$ cat src/rtl/vm_change_pkg.sv
// Shared encodings for the change dispenser: FSM state values and the coin
// codes driven to the hopper.
package vm_change_pkg;

  typedef enum logic [1:0] {
    ST_IDLE   = 2'd0,
    ST_SELECT = 2'd1,
    ST_EJECT  = 2'd2,
    ST_DONE   = 2'd3
  } state_t;

  localparam logic [1:0] COIN_LO  = 2'd0;
  localparam logic [1:0] COIN_MID = 2'd1;
  localparam logic [1:0] COIN_HI  = 2'd2;

endpackage

$ cat src/rtl/change_coin_select.sv
// Combinational greedy picker: chooses the largest denomination that still
// fits into the remaining amount and has at least one coin in its tube.
module change_coin_select
  import vm_change_pkg::*;
#(
  parameter int STOCK_WIDTH = 6
) (
  input  logic [6:0]             remaining,
  input  logic [STOCK_WIDTH-1:0] stock_hi,
  input  logic [STOCK_WIDTH-1:0] stock_mid,
  input  logic [STOCK_WIDTH-1:0] stock_lo,
  input  logic [6:0]             value_hi,
  input  logic [6:0]             value_mid,
  input  logic [6:0]             value_lo,
  output logic                   found,
  output logic [1:0]             coin,
  output logic [6:0]             value
);

  always_comb begin
    found = 1'b0;
    coin  = COIN_LO;
    value = 7'd0;
    if ((value_hi <= remaining) && (stock_hi != '0)) begin
      found = 1'b1;
      coin  = COIN_HI;
      value = value_hi;
    end else if ((value_mid <= remaining) && (stock_mid != '0)) begin
      found = 1'b1;
      coin  = COIN_MID;
      value = value_mid;
    end else if ((value_lo <= remaining) && (stock_lo != '0)) begin
      found = 1'b1;
      coin  = COIN_LO;
      value = value_lo;
    end
  end

endmodule

$ cat src/rtl/vm_change_dispenser.sv
// Pays out a latched change amount one coin at a time through the hopper
// handshake, tracking per-tube stock and flagging any unpaid shortfall.
module vm_change_dispenser
  import vm_change_pkg::*;
#(
  parameter logic [6:0] COIN_HI_VALUE  = 7'd10,
  parameter logic [6:0] COIN_MID_VALUE = 7'd5,
  parameter logic [6:0] COIN_LO_VALUE  = 7'd1,
  parameter int         STOCK_WIDTH    = 6,
  parameter int         INIT_STOCK     = 20
) (
  input  logic                   i_clk,
  input  logic                   i_rst_n,
  input  logic                   i_load,
  input  logic [6:0]             i_change_value,
  input  logic                   i_refill,
  input  logic                   i_eject_ack,
  output logic                   o_eject_req,
  output logic [1:0]             o_eject_coin,
  output logic                   o_busy,
  output logic                   o_done,
  output logic                   o_short,
  output logic [6:0]             o_remaining,
  output logic [STOCK_WIDTH-1:0] o_stock_hi,
  output logic [STOCK_WIDTH-1:0] o_stock_mid,
  output logic [STOCK_WIDTH-1:0] o_stock_lo,
  output logic [1:0]             o_state
);

  localparam logic [STOCK_WIDTH-1:0] FULL_STOCK = STOCK_WIDTH'(INIT_STOCK);

  state_t                 state, state_next;
  logic [6:0]             remaining;
  logic [1:0]             coin;
  logic [6:0]             coin_value;
  logic [STOCK_WIDTH-1:0] stock_hi, stock_mid, stock_lo;

  logic                   sel_found;
  logic [1:0]             sel_coin;
  logic [6:0]             sel_value;

  change_coin_select #(
    .STOCK_WIDTH(STOCK_WIDTH)
  ) u_select (
    .remaining(remaining),
    .stock_hi (stock_hi),
    .stock_mid(stock_mid),
    .stock_lo (stock_lo),
    .value_hi (COIN_HI_VALUE),
    .value_mid(COIN_MID_VALUE),
    .value_lo (COIN_LO_VALUE),
    .found    (sel_found),
    .coin     (sel_coin),
    .value    (sel_value)
  );

  always_comb begin
    state_next = state;
    case (state)
      ST_IDLE:   if (i_load) state_next = ST_SELECT;
      ST_SELECT: state_next = sel_found ? ST_EJECT : ST_DONE;
      ST_EJECT:  if (i_eject_ack) state_next = ST_SELECT;
      ST_DONE:   state_next = ST_IDLE;
      default:   state_next = ST_IDLE;
    endcase
  end

  always_ff @(posedge i_clk or negedge i_rst_n) begin
    if (!i_rst_n) state <= ST_IDLE;
    else          state <= state_next;
  end

  // The coin value is captured alongside the code so the ack path needs no re-decode.
  always_ff @(posedge i_clk or negedge i_rst_n) begin
    if (!i_rst_n) begin
      remaining  <= 7'd0;
      coin       <= COIN_LO;
      coin_value <= 7'd0;
      stock_hi   <= FULL_STOCK;
      stock_mid  <= FULL_STOCK;
      stock_lo   <= FULL_STOCK;
    end else begin
      case (state)
        ST_IDLE: begin
          if (i_refill) begin
            stock_hi  <= FULL_STOCK;
            stock_mid <= FULL_STOCK;
            stock_lo  <= FULL_STOCK;
          end
          if (i_load) remaining <= i_change_value;
        end
        ST_SELECT: begin
          if (sel_found) begin
            coin       <= sel_coin;
            coin_value <= sel_value;
          end
        end
        ST_EJECT: begin
          if (i_eject_ack) begin
            remaining <= remaining - coin_value;
            case (coin)
              COIN_HI:  stock_hi  <= stock_hi - 1'b1;
              COIN_MID: stock_mid <= stock_mid - 1'b1;
              default:  stock_lo  <= stock_lo - 1'b1;
            endcase
          end
        end
        default: ;
      endcase
    end
  end

  assign o_eject_req  = (state == ST_EJECT);
  assign o_eject_coin = coin;
  assign o_busy       = (state != ST_IDLE);
  assign o_done       = (state == ST_DONE);
  assign o_short      = (state == ST_DONE) && (remaining != 7'd0);
  assign o_remaining  = remaining;
  assign o_stock_hi   = stock_hi;
  assign o_stock_mid  = stock_mid;
  assign o_stock_lo   = stock_lo;
  assign o_state      = state;

endmodule
$ cat config.mk
export PLATFORM = sky130hd
export DESIGN_NAME = vm_change_dispenser
export DESIGN_NICKNAME = d
export VERILOG_FILES = /design/src/rtl/vm_change_pkg.sv /design/src/rtl/change_coin_select.sv /design/src/rtl/vm_change_dispenser.sv
export SDC_FILE = /design/constraint.sdc
export NUM_CORES = 1
export LEC_CHECK = 0
export CAP_MARGIN = 20
export CORE_ASPECT_RATIO = 0.8
export CORE_UTILIZATION = 35
export CTS_CLUSTER_DIAMETER = 120
export DETAILED_ROUTE_END_ITERATION = 8
export PLACE_DENSITY_LB_ADDON = 0.2
export SLEW_MARGIN = 20
export SYNTH_ARGS = -nofsm -noshare
export SYNTH_HDL_FRONTEND = slang
export SYNTH_SLANG_ARGS = --single-unit
$ cat constraint.sdc
create_clock -name i_clk -period 2.5 [get_ports i_clk]
set_input_delay 0.25 -clock i_clk [delete_from_list [all_inputs] [get_ports i_clk]]
set_output_delay 0.25 -clock i_clk [all_outputs]
set_load 0.005 [all_outputs]
==> results of run 1 <==
-- state kept, by name, indices dropped and copies added (netlist names) --
signal	flops
coin_value	2
o_eject_coin	1
o_remaining	7
o_state	2
o_stock_hi	6
o_stock_lo	6
o_stock_mid	6
-- cells in the mapped netlist, types with 2 or more instances --
cell	n
a21o_1	3
a21oi_1	13
a22oi_1	3
a31oi_1	2
and3_1	3
buf_4	2
clkbuf_1	3
dfrtp_1	24
dfstp_2	6
ha_1	12
inv_1	15
nand2_1	20
nand2b_1	3
nand3_1	4
nand4_1	7
nor2_1	14
nor2b_1	5
nor3_1	5
nor4b_1	2
o211ai_1	3
o21ai_0	10
o22ai_1	3
o31ai_1	7
or2_2	3
or3_1	7
or4_1	4
xor2_1	3
-- per-layer routing --
| layer | vias to the layer above | share of wire [%] | global-route usage [%] |
|---|---|---|---|
| met1 | 827 | 52 | 25.6 |
| li1 | 870 | - | - |
| met5 | - | 0 | 0 |
| met3 | 5 | 4.9 | 4.10 |
| met4 | 0 | 0.82 | 5.08 |
| met2 | 46 | 42 | 26.8 |
-- path summary, 6_finish.rpt --
kind                                              end                       start  slack, ns
min                        o_stock_mid[3]$_DFFE_PN0P_                     i_rst_n       0.36
max                        o_remaining[6]$_DFFE_PN0P_  o_remaining[0]$_DFFE_PN0P_       0.40
min reg2reg                 o_stock_hi[4]$_DFFE_PN1P_   o_stock_hi[4]$_DFFE_PN1P_       0.52
min in group i_clk          o_stock_hi[4]$_DFFE_PN1P_   o_stock_hi[4]$_DFFE_PN1P_       0.52
max reg2reg                o_remaining[6]$_DFFE_PN0P_  o_remaining[0]$_DFFE_PN0P_       0.40
max in group asynchronous   o_stock_hi[2]$_DFFE_PN1P_                     i_rst_n       1.82
-- cell families (layout without fill, tap and decap cells) --
logic type	after synthesis	in the layout	share of synthesized area (%)
fa+ha+maj	13	13	8.96
mux	2	2	1.32
flops	30	30	39.9
compound gates	57	57	19.8
xor+xnor	4	4	1.85
buf+inv	21	72	4.61
simple gates	82	82	23.5
-- cells in the final DEF, fill, tap and decap left out, types with 5 or more instances in the layout --
cell	n
clkdlybuf4s50_1	44
dfrtp_1	24
nand2_1	20
inv_1	15
nor2_1	14
a21oi_1	13
ha_1	12
o21ai_0	10
nand4_1	7
or3_1	7
o31ai_1	7
clkbuf_8	6
dfstp_2	6
nor3_1	5
nor2b_1	5
buf_4	5
-- area by class of cell --
type                    count  share of cell area (%)
clock buffers               6                    3.28
clock inverters             2                   0.497
inverters                  15                    2.24
multi-input cells         158                    41.8
flip-flops and latches     30                    30.1
well taps                  62                    3.08
repair buffers             49                    19.0
-- critical path, delay by kind of cell (launching register included) --
family / cells / cell delay, ns
buf+inv: 2 / 0.14
compound gates: 4 / 0.84
flops: 1 / 0.41
fa+ha+maj: 2 / 0.56
-- power by group --
| group | switching [mW] | internal (mW) | total (mW) |
|---|---|---|---|
| clock network | 0.197 | 0.221 | 0.418 |
| logic | 0.822 | 0.833 | 1.65 |
| registers | 0.255 | 0.682 | 0.936 |
| total | 1.27 | 1.74 | 3.01 |
==> flow_summary.toml, run 1 <==
[sta]
rsz0062_at_grt = "no"
max-slew-margin-rel_pct = 62.1
final.setup.tns_ns = 0
hold_viol = 0
finalSetupViolCount = 0
period_share_pct = 83.8
worst_slew_pin_slew_ns = 0.565
skew_ns = 0.00500
slew_violations = 0
min_period_ns = 2.10
worst_slack_ns = 0.404
timing.hold.ws_ns = 0.358
fmax_mhz = 477

[layout]
drive_gt1_share_pct = 9.62
fin_nets = 284
diodes = 0
area_growth_pct = 32.6
fillCellCount = 503
regArea_um2 = 758
final-instance-count-excl-fill = 322
fin_util_pct = 49.1
fin_area_um2 = 2520
multi_input_area_um2 = 1050

[yosys]
synth.area.top_cells = "dfrtp_1 32%, dfstp_2 8.3%, ha_1 7.9%"
synth_edf_count = 0
synth-seq-cells = 30
synthArstFlopShare_pct = 100
yosysTopAreaCell = "dfrtp_1"
ys_seq_area_share_pct = 39.9
yosysTopAreaCellShare_pct = 31.6
synthCells = 209
yosys_warnings = 0
syn-cell-area_um2 = 1900
ys_types = 50
avgSynthCellArea_um2 = 9.08
syn_nets = 234
synthFlopType = "dfrtp_1"

[clock_network]
clockRootBuffer = "clkbuf_8"
clock-sinks = 30
cts_tree = "built"
worstSkewPairLatency_ns = 0.28
path_clk_slew_ns = 0.07
h-tree-depth = 2
hold_buffers = 0
clk_path_buf_depth = 2
cts_inserted_buffers = 5
cts_resized = 0
post-cts-setup-buffer-count = 0

[worst_setup_path]
crit_slowest_cell = "dfrtp_1"
criticalPathCategory = "register to register"
worstPathRequired_ns = 2.65
cp-start-kind = "register"
worstSetupEndpointType = "register"
slowest_delay_ns = 0.41
worstPathArrival_ns = 2.24
path_max_fanout = 5
reg2regPathDepth = 8
cp_cell_sequence = "inv_1 -> ha_1 -> inv_1 -> fa_1 -> a21o_1 -> a21o_1 -> o311ai_0 -> o211ai_1"

[die]
initial_core_util_pct = 37.1
core_um2 = 5120
io_pins = 45
num_rows = 23
die_width_um = 84.3
dieArea_um2 = 5720
die_h_um = 67.9

[route]
postRouteAntennaNets = 0
via_per_inst = 5.43
detail_route.wl_per_cell_um = 15.1
drc_errors = 2
drt_iter0_markers = 85
first_pass_iters = 7
vias = 1748
drt_wl_total_um = 4860

[power]
powerDensity_nw_per_um2 = 1200
p_total_mw = 3.01
leakage_nw = 1.01
max-vdd-ir-drop_v = 0.000463

[global_routing]
grt_pass1_vias = 1559
grt_max_degree = 31
grt_usage_pct = 17.8
antenna_found_initial = 0
grt_pass1_wl_um = 7780
overflow = 0

[placed_design]
dp_hpwl_um = 3540
place_ws_ns = 0.439
placed_cells = 314
gp_congestion = 0.804
placed_area_um2 = 2420
port_buffers = 44

[status]
status = "finished, violations left"
violations = "design-rule violations"

[job]
cap_viol_max_count = 0

[worst_hold_path]
hp-class = "input pin to asynchronous set/reset pin"
Power figures use the tool's default switching activity.
==> run 2: changes to the inputs <==
==> constraint.sdc (replaced) <==
create_clock -name i_clk -period 1.7 [get_ports i_clk]
set_input_delay 0.17 -clock i_clk [delete_from_list [all_inputs] [get_ports i_clk]]
set_output_delay 0.17 -clock i_clk [all_outputs]
set_load 0.005 [all_outputs]
==> run 2 against run 1 <==
  * The run ends with design-rule violations, negative setup slack left
  * Routed wire length up 12%
  * Non-clock buffer count rose by 30
  * Cell area is 12% higher
  * Global-route usage grew 1.5 points
  * Register-to-register slack worse by 0.54 ns
  * Cell count up 9.3%
  * Core utilization increased by 5.8 points
  * Worst hold slack worse by 0.072 ns
  * Fmax increased by 14%
  * Largest cell class unchanged
  * Worst setup slack worse by 0.54 ns
  * Combinational power grew 97%
  * Critical path depth did not move
==> flow_summary.toml, run 2 (synthesis gave the netlist of run 1 again) <==
[power]
leakage_nw = 1.18
combPwrFrac_pct = 63.4
power_switching_share_pct = 40.9
powerDensity_nw_per_um2 = 1820
max-vdd-ir-drop_v = 0.000977
p_seq_share_pct = 26.2
switching_power_mw = 2.10
p_total_mw = 5.12
clkPwrFrac_pct = 10.4
p_int_mw = 3.03

[die]
dieArea_um2 = 5720
io_pins = 45
die_width_um = 84.3
die_h_um = 67.9
initial_core_util_pct = 37.1
core_um2 = 5120
num_rows = 23

[layout]
fin_nets = 315
fin_util_pct = 54.9
regArea_um2 = 761
multi_input_area_um2 = 1130
diodes = 0
final_common_cell = "clkdlybuf4s50_1"
fillCellCount = 491
area_growth_pct = 48.3
mostFrequentLayoutCells = "42 x clkdlybuf4s50_1, 34 x buf_4, 22 x dfrtp_1"
largest_register_ffs = 7
drive_gt1_share_pct = 23.4

[global_routing]
grt_usage_pct = 19.2
grt_max_degree = 31
antenna_found_initial = 0
grt_pass1_wl_um = 8400
overflow = 0
grt_pass1_vias = 1770

[clock_network]
clk_path_buf_depth = 2
worstSkewPairLatency_ns = 0.28
clockRootBuffer = "clkbuf_8"
path_clk_slew_ns = 0.06
clock-sinks = 30
cts_inserted_buffers = 5
cts_tree = "built"
h-tree-depth = 2
hold_buffers = 0

[worst_setup_path]
path_max_fanout = 3
worstPathRequired_ns = 1.85
cp-start-kind = "register"
criticalPathCategory = "register to register"
worstSetupEndpointType = "register"
worstPathArrival_ns = 1.98

[sta]
min_period_ns = 1.83
skew_ns = 0.00601
worst_slew_pin_slew_ns = 0.513
fmax_mhz = 545
hold_viol = 0
finalSetupViolCount = 5
max-slew-margin-rel_pct = 65.5
rsz0062_at_grt = "yes"
worst_slack_ns = -0.134
slew_violations = 0
period_share_pct = 108

[route]
detail_route.wl_per_cell_um = 15.4
drc_errors = 3
first_pass_iters = 6
via_per_inst = 5.41
vias = 1903
postRouteAntennaNets = 0
drt_wl_total_um = 5420
drt_iter0_markers = 80

[status]
status = "finished, violations left"
violations = "design-rule violations, negative setup slack"

[placed_design]
gp_congestion = 0.792
port_buffers = 44
dp_hpwl_um = 3790

[worst_hold_path]
hp-class = "input pin to asynchronous set/reset pin"

[job]
cap_viol_max_count = 0
==> run 2: path summary, 6_finish.rpt <==
kind                                       startpoint                         end  slack, ns  cells past startpoint
setup / recovery           o_remaining[0]$_DFFE_PN0P_  o_remaining[6]$_DFFE_PN0P_      -0.13                      8
hold / removal                                i_rst_n  o_stock_mid[3]$_DFFE_PN0P_       0.29                      2
setup reg to reg           o_remaining[0]$_DFFE_PN0P_  o_remaining[6]$_DFFE_PN0P_      -0.13                      8
hold reg to reg             o_stock_hi[4]$_DFFE_PN1P_   o_stock_hi[4]$_DFFE_PN1P_       0.52                      2
max in group asynchronous                     i_rst_n   o_stock_hi[2]$_DFFE_PN1P_       1.09                      2
min in group i_clk          o_stock_hi[4]$_DFFE_PN1P_   o_stock_hi[4]$_DFFE_PN1P_       0.52                      2
==> run 2: through the flow <==
| stage | instance area [um2] | cells | hold WS, ns | setup WS (ns) | setup TNS, ns |
|---|---|---|---|---|---|
| global route | 2810 | 352 | 0.312 | -0.210 | -0.830 |
| CTS | 2710 | 346 | 0.291 | -0.174 | -0.585 |
| floorplan | 1900 | 209 | -0.126 | -0.155 | -0.183 |
| finish | 2810 | 352 | 0.286 | -0.134 | -0.401 |
| global placement | 2590 | 336 | 0.508 | -0.139 | -0.156 |
| detailed placement | 2590 | 336 | 0.519 | -0.243 | -0.392 |
==> run 2: final cells by class <==
cell class | instances | share of cell area (%)
Multi-Input combinational cell | 159 | 40.2
Sequential cell | 30 | 27.0
Timing Repair Buffer | 79 | 25.3
Tap cell | 62 | 2.76
Clock buffer | 7 | 2.71
Inverter | 15 | 2.00
==> run 2: metal layers <==
layer | global-route usage (%) | wire [um] | vias up
li1 | - | - | 930
met3 | 4.46 | 221 | 7
met5 | 0 | 0 | -
met4 | 6.14 | 59 | 0
met1 | 26.3 | 2760 | 927
met2 | 30.6 | 2380 | 39
==> run 2: repair_timing <==
item,CTS,global route
pin swaps,9,7
cloned,0,1
endpoints found under the setup margin,8,16
setup buffers,3,5
resized for setup,6,14
==> run 2: critical path, cell delays in order, from the launching register on <==
cell	delay [ns]
dfrtp_1	0.39
inv_2	0.09
ha_4	0.14
inv_2	0.03
fa_2	0.34
a21o_1	0.18
a21o_1	0.19
o311ai_2	0.23
o211ai_1	0.12
==> run 2: power groups by stage <==
stage                     clock network (mW)  registers (mW)  logic (mW)
final                                  0.533            1.34        3.25
after detailed placement                   0            1.31        2.89
after floorplan                            0            1.32        1.49
after global placement                     0            1.31        2.83
after global routing                   0.582            1.38        3.58
after CTS                              0.558            1.32        3.04
